--- src/rtl/mat_dec_sender_if.sv ---
// Handshake and memory-read bundle between mat_dec_sender and its
// environment (byte memory plus the uart transmit side).
interface mat_dec_sender_if;
    logic       start;
    logic       busy;
    logic       done;
    logic [7:0] rd_addr;
    logic [7:0] rd_data;
    logic       transmit;
    logic [7:0] tx_byte;
    logic       is_transmitting;

    modport master (
        input  start, rd_data, is_transmitting,
        output busy, done, rd_addr, transmit, tx_byte
    );

    modport slave (
        output start, rd_data, is_transmitting,
        input  busy, done, rd_addr, transmit, tx_byte
    );
endinterface

--- src/rtl/mat_dec_sender.sv ---
// Streams COUNT byte values from a byte memory as three-digit decimal ASCII
// over the uart transmit handshake. Values are separated by SEP, and every
// LINE_LEN-th value (and the last one) is terminated by CR LF.
module mat_dec_sender #(
    parameter int unsigned COUNT    = 36,
    parameter int unsigned LINE_LEN = 4,
    parameter logic [7:0]  SEP      = 8'h20
) (
    input logic              clk,
    input logic              reset,
    mat_dec_sender_if.master bus
);

    typedef enum logic [2:0] {
        S_IDLE,
        S_FETCH,
        S_CONV,
        S_LOAD,
        S_WAIT,
        S_SEND,
        S_NEXT
    } state_t;

    localparam logic [7:0] LAST_IDX = 8'(COUNT - 1);
    localparam logic [7:0] LAST_COL = 8'(LINE_LEN - 1);

    state_t      state;
    state_t      state_nxt;
    logic [7:0]  value;
    logic [11:0] bcd;
    logic [11:0] bcd_adj;
    logic [2:0]  bit_cnt;
    logic [7:0]  rd_addr_q;
    logic [7:0]  line_cnt;
    logic        eol;
    logic [2:0]  char_idx;
    logic [7:0]  tx_byte_q;
    logic [7:0]  char_next;
    logic        busy_q;
    logic        done_q;
    logic        accept;
    logic        last_val;
    logic        more_chars;

    function automatic logic [3:0] add3(input logic [3:0] d);
        return (d >= 4'd5) ? d + 4'd3 : d;
    endfunction

    // A start arriving together with the done pulse is dropped: the block
    // only counts as idle once done has cleared.
    assign accept     = (state == S_IDLE) && bus.start && !done_q;
    assign last_val   = (rd_addr_q == LAST_IDX);
    assign more_chars = char_idx < (eol ? 3'd5 : 3'd4);

    assign bus.busy     = busy_q;
    assign bus.done     = done_q;
    assign bus.rd_addr  = rd_addr_q;
    assign bus.tx_byte  = tx_byte_q;
    assign bus.transmit = (state == S_WAIT);

    // Add-3 correction of every BCD digit ahead of the next shift.
    always_comb begin
        bcd_adj = {add3(bcd[11:8]), add3(bcd[7:4]), add3(bcd[3:0])};
    end

    // Character for position char_idx; position 0 is issued directly in LOAD.
    always_comb begin
        char_next = SEP;
        case (char_idx)
            3'd1:    char_next = 8'h30 + {4'h0, bcd[7:4]};
            3'd2:    char_next = 8'h30 + {4'h0, bcd[3:0]};
            3'd3:    char_next = eol ? 8'h0D : SEP;
            3'd4:    char_next = 8'h0A;
            default: char_next = SEP;
        endcase
    end

    // State register.
    always_ff @(posedge clk or negedge reset) begin
        if (!reset) begin
            state <= S_IDLE;
        end else begin
            state <= state_nxt;
        end
    end

    // Next-state decode.
    always_comb begin
        state_nxt = state;
        case (state)
            S_IDLE:  if (accept) state_nxt = S_FETCH;
            S_FETCH: state_nxt = S_CONV;
            S_CONV:  if (bit_cnt == 3'd7) state_nxt = S_LOAD;
            S_LOAD:  state_nxt = S_WAIT;
            S_WAIT:  if (bus.is_transmitting) state_nxt = S_SEND;
            S_SEND:  if (!bus.is_transmitting) state_nxt = S_NEXT;
            S_NEXT: begin
                if (more_chars) begin
                    state_nxt = S_WAIT;
                end else if (!last_val) begin
                    state_nxt = S_FETCH;
                end else begin
                    state_nxt = S_IDLE;
                end
            end
            default: state_nxt = S_IDLE;
        endcase
    end

    // Datapath: fetch, double-dabble conversion, character sequencing, status.
    always_ff @(posedge clk or negedge reset) begin
        if (!reset) begin
            value     <= '0;
            bcd       <= '0;
            bit_cnt   <= '0;
            rd_addr_q <= '0;
            line_cnt  <= '0;
            eol       <= 1'b0;
            char_idx  <= '0;
            tx_byte_q <= '0;
            busy_q    <= 1'b0;
            done_q    <= 1'b0;
        end else begin
            done_q <= 1'b0;
            case (state)
                S_IDLE: begin
                    if (done_q) begin
                        busy_q <= 1'b0;
                    end else if (accept) begin
                        busy_q    <= 1'b1;
                        rd_addr_q <= '0;
                        line_cnt  <= '0;
                    end
                end
                S_FETCH: begin
                    value   <= bus.rd_data;
                    bcd     <= '0;
                    bit_cnt <= '0;
                end
                S_CONV: begin
                    bcd     <= {bcd_adj[10:0], value[7]};
                    value   <= {value[6:0], 1'b0};
                    bit_cnt <= bit_cnt + 3'd1;
                end
                S_LOAD: begin
                    tx_byte_q <= 8'h30 + {4'h0, bcd[11:8]};
                    char_idx  <= 3'd1;
                    eol       <= last_val || (line_cnt == LAST_COL);
                end
                S_NEXT: begin
                    if (more_chars) begin
                        tx_byte_q <= char_next;
                        char_idx  <= char_idx + 3'd1;
                    end else if (!last_val) begin
                        rd_addr_q <= rd_addr_q + 8'd1;
                        line_cnt  <= eol ? 8'd0 : line_cnt + 8'd1;
                    end else begin
                        done_q <= 1'b1;
                    end
                end
                default: ;
            endcase
        end
    end

endmodule
--- src/flat_wrapper.sv ---
// flat-port wrapper written by rule: the top's interface ports become plain ports
module mat_dec_sender_flat 
#(
    parameter int unsigned COUNT    = 36,
    parameter int unsigned LINE_LEN = 4,
    parameter logic [7:0]  SEP      = 8'h20
)
  (clk, reset, bus_start, bus_rd_data, bus_is_transmitting, bus_busy, bus_done, bus_rd_addr, bus_transmit, bus_tx_byte);
  mat_dec_sender_if bus_i ();
  input logic clk;
  input logic reset;
  input wire logic [$bits(bus_i.start)-1:0] bus_start;
  input wire logic [$bits(bus_i.rd_data)-1:0] bus_rd_data;
  input wire logic [$bits(bus_i.is_transmitting)-1:0] bus_is_transmitting;
  output wire logic [$bits(bus_i.busy)-1:0] bus_busy;
  output wire logic [$bits(bus_i.done)-1:0] bus_done;
  output wire logic [$bits(bus_i.rd_addr)-1:0] bus_rd_addr;
  output wire logic [$bits(bus_i.transmit)-1:0] bus_transmit;
  output wire logic [$bits(bus_i.tx_byte)-1:0] bus_tx_byte;
  assign bus_i.start = bus_start;
  assign bus_i.rd_data = bus_rd_data;
  assign bus_i.is_transmitting = bus_is_transmitting;
  assign bus_busy = bus_i.busy;
  assign bus_done = bus_i.done;
  assign bus_rd_addr = bus_i.rd_addr;
  assign bus_transmit = bus_i.transmit;
  assign bus_tx_byte = bus_i.tx_byte;
  mat_dec_sender #(.COUNT(COUNT), .LINE_LEN(LINE_LEN), .SEP(SEP)) u_core (.clk(clk), .reset(reset), .bus(bus_i));
endmodule
--- config.mk ---
export PLATFORM = sky130hd
export DESIGN_NAME = mat_dec_sender_flat
export DESIGN_NICKNAME = d
export VERILOG_FILES = /design/src/rtl/mat_dec_sender_if.sv /design/src/rtl/mat_dec_sender.sv /design/src/flat_wrapper.sv
export SDC_FILE = /design/constraint.sdc
export NUM_CORES = 1
export LEC_CHECK = 0
export BUFFER_PORTS_ARGS = -buffer_cell sky130_fd_sc_hd__clkbuf_2
export CAP_MARGIN = 10
export CORE_ASPECT_RATIO = 1.75
export CORE_MARGIN = 2
export CORE_UTILIZATION = 51
export DETAILED_ROUTE_END_ITERATION = 10
export GPL_ROUTABILITY_DRIVEN = 0
export GPL_TIMING_DRIVEN = 0
export PLACE_DENSITY = 0.76
export SLEW_MARGIN = 20
export SYNTH_ARGS = -nofsm -noshare
export SYNTH_HDL_FRONTEND = slang
export SYNTH_SLANG_ARGS = --single-unit
--- constraint.sdc ---
create_clock -name clk -period 2.7 [get_ports clk]
set_clock_uncertainty 0.15 [all_clocks]
set_input_delay 0.135 -clock clk [delete_from_list [all_inputs] [get_ports clk]]
set_output_delay 0.135 -clock clk [all_outputs]
set_load 0.02 [all_outputs]
==> impl_metrics.yaml <==
route:
  drc: 0
  vias_per_cell: 5.574
  drt_iter0_markers: 114
  drt_first_pass_iters: 4
  ant_nets: 0
  wl_per_cell_um: 14.46
  wl_um: 6375
  vias: 2458
yosys:
  ys_seq_area_share_pct: 46.13
  synth_cells: 318
  synthTopCellsByArea: "dfrtp_1 (46%), o21ai_0 (8.0%), ha_1 (6.4%)"
  synth_edf_count: 0
  syn_area_um2: 2929
  synth_top_area_share_pct: 46.13
  synth_common_cells: "dfrtp_1 (54), o21ai_0 (47), nand2_1 (43)"
  yosys_warnings: 0
  ys_async_sr_fraction_pct: 100.0
  synth_cell_types: 46
  synth_top_cell_by_area: "dfrtp_1"
  postSynthAreaPerCell_um2: 9.211
  ys.flop_type: "dfrtp_1"
  yosysMostFrequentCell: "dfrtp_1"
  synth_seq_cells: 54
grt:
  grt_pass1_vias: 2530
  antenna_found_initial: 0
  grt_pass1_wl_um: 10960
  grt_usage_pct: 21.85
  grt_max_degree: 55
  grt_overflow: 0
timing:
  fmax_mhz: 429.7
  fin_crit_sh_pct: 86.20
  rsz0062_at_grt: "false"
  max_slew_margin_pct: 44.32
  max_slew.worst_pin.slew_ns: 0.8321
  hold_viol_final: 0
  drv_slew: 0
  final.setup.tns_ns: 0
  setup_violations: 0
  period_minus_slack_ns: 2.327
die:
  initial_core_util_pct: 52.87
  coreArea_um2: 5540
  die_x_um: 61.29
  rows: 36
  boundaryPins: 31
  dieArea_um2: 6389
  die_h_um: 104.3
setup_path:
  end_kind: "register"
  path_cells: "ha_1, nor4b_2, a211oi_4, a22oi_2, buf_6, or4_1, nand3_1"
  cp.required_ns: 2.80
  arrival_ns: 2.43
  startpoint: "u_core.bus.rd_addr[0]"
  critical_path.max_fanout: 10
  crit_slowest_cell: "or4_1"
  r2r_start: "u_core.bus.rd_addr[0]"
  cp_slowest_stage_delay_ns: 0.51
  critPathLaunchType: "register"
  critPathKind: "reg -> reg"
cells_and_area:
  drive_above_1_share_pct: 13.70
  antenna_cells: 0
  area_growth_syn_to_layout_pct: 14.78
  finalNetCount: 391
  finish.utilization_pct: 60.68
clock_tree:
  clock-sinks: 54
  cts_hold_buf: 10
  cts_max_path_buffers: 2
  cts_buffers: 5
  post_cts_resized: 0
  tritoncts: "yes"
  htree_levels: 2
  path_clk_slew_ns: 0.10
  clock_latency_ns: 0.31
  post_cts_buffers: 0
  cts_root_buf: "clkbuf_8"
hold_path:
  hold_class: "in -> reg"
  hold_start: "bus_is_transmitting"
pwr:
  ir_worst_vdd_uv: 671.4
  power.density_nw_per_um2: 884.3
  p_leak_uw: 0.001547
run:
  maxCapViolCount: 0
placement:
  dp_hpwl_um: 4591
  io_buffer_count: 28
outcome:
  status: "finished clean"
final timing paths:
check | to | slack, ns | cells past startpoint
hold / removal | u_core.state[1] | 0.04 | 3
min in group asynchronous | u_core.line_cnt[3] | 0.29 | 2
setup / recovery | u_core.line_cnt[7] | 0.37 | 7
max in group asynchronous | u_core.state[2] | 1.62 | 2
hold reg to reg | u_core.value[6] | 0.34 | 2
setup reg to reg | u_core.line_cnt[7] | 0.37 | 7
routing by layer:
layer / wire length (um) / global-route usage (%) / vias to the layer above
li1: - / - / 1215
met1: 2563 / 25.16 / 1199
met2: 3596 / 38.53 / 39
met3: 143 / 3.607 / 5
met4: 72 / 7.764 / 0
met5: 0 / 0 / -
flip-flops by register name (all words and copies together), names as in the netlist:
| signal | cells |
|---|---|
| u_core.bcd | 12 |
| u_core.bus.done | 1 |
| u_core.bus.rd_addr | 8 |
| u_core.eol | 1 |
| u_core.char_idx | 3 |
| u_core.state | 3 |
| u_core.bit_cnt | 3 |
| u_core.value | 8 |
| u_core.bus.tx_byte | 6 |
| u_core.line_cnt | 8 |
| u_core.bus.busy | 1 |
final cells by class:
| class | count | area [um^2] |
|---|---|---|
| fillers | 513 | 2178 |
| multi-input cells | 238 | 1460 |
| flip-flops and latches | 54 | 1351 |
| repair buffers | 38 | 242.7 |
| well taps | 76 | 95.09 |
| clock buffers | 7 | 86.33 |
| plain buffers | 16 | 80.08 |
| inverters | 11 | 41.29 |
| clock inverters | 1 | 5.005 |
cell usage in the layout, fill, tap and decap left out, types with 3 or more instances in the layout:
| cell type | Yosys | routed |
|---|---|---|
| inv_1 | 10 | 10 |
| nor2_1 | 24 | 24 |
| xnor2_1 | 3 | 3 |
| clkbuf_1 | 6 | 7 |
| a31oi_1 | 3 | 3 |
| o21ai_0 | 47 | 47 |
| nand3_1 | 11 | 11 |
| o21ai_1 | 4 | 4 |
| nor3_1 | 5 | 5 |
| ha_1 | 15 | 15 |
| clkbuf_2 | 0 | 27 |
| o31ai_1 | 5 | 5 |
| or4_1 | 3 | 3 |
| dfrtp_1 | 54 | 54 |
| a22oi_1 | 3 | 3 |
| and3_1 | 6 | 6 |
| a22o_1 | 6 | 6 |
| a221oi_1 | 6 | 6 |
| o21a_1 | 3 | 3 |
| a21oi_1 | 9 | 9 |
| mux2i_1 | 7 | 7 |
| buf_1 | 3 | 3 |
| nand2b_1 | 9 | 9 |
| nand2_1 | 43 | 43 |
| dlygate4sd3_1 | 0 | 10 |
| clkbuf_8 | 0 | 6 |
| buf_2 | 4 | 4 |
logic make-up (layout without fill, tap and decap cells):
kind of cell	Yosys count	in the layout	share of synthesized area [%]
buffers and inverters	27	73	4.143
muxes	7	7	2.392
adders and majority gates	15	15	6.408
other	1	2	0.1280
DFF	54	54	46.13
AOI/OAI and AO/OA	95	95	20.25
and+or+nand+nor	114	114	19.05
xor gates and xnor gates	5	5	1.495
per-stage QoR:
step	hold slack, ns	std cells	total power [uW]	setup WS [ns]	instance area [um^2]
after global routing	0.04437	441	3209	0.2586	3362
after detailed placement	0.1193	423	2511	0.3931	3171
after CTS	0.03996	441	2993	0.3653	3362
final	0.04470	441	2973	0.3727	3362
after global placement	0.2726	423	2455	0.4310	3168
after floorplan	-0.3106	319	2146	0.4910	2933
critical path, delay by kind of cell (launching register included):
family / cells / cell delay, ns
AOI/OAI and AO/OA: 2 / 0.46
adders and majority gates: 1 / 0.25
buffers and inverters: 1 / 0.17
DFF: 1 / 0.43
and+or+nand+nor: 3 / 0.80
power by group:
part | switching [uW] | internal, uW
Combinational | 775 | 472
Sequential | 211 | 1040
Clock | 263 | 208
Power figures use the tool's default switching activity.
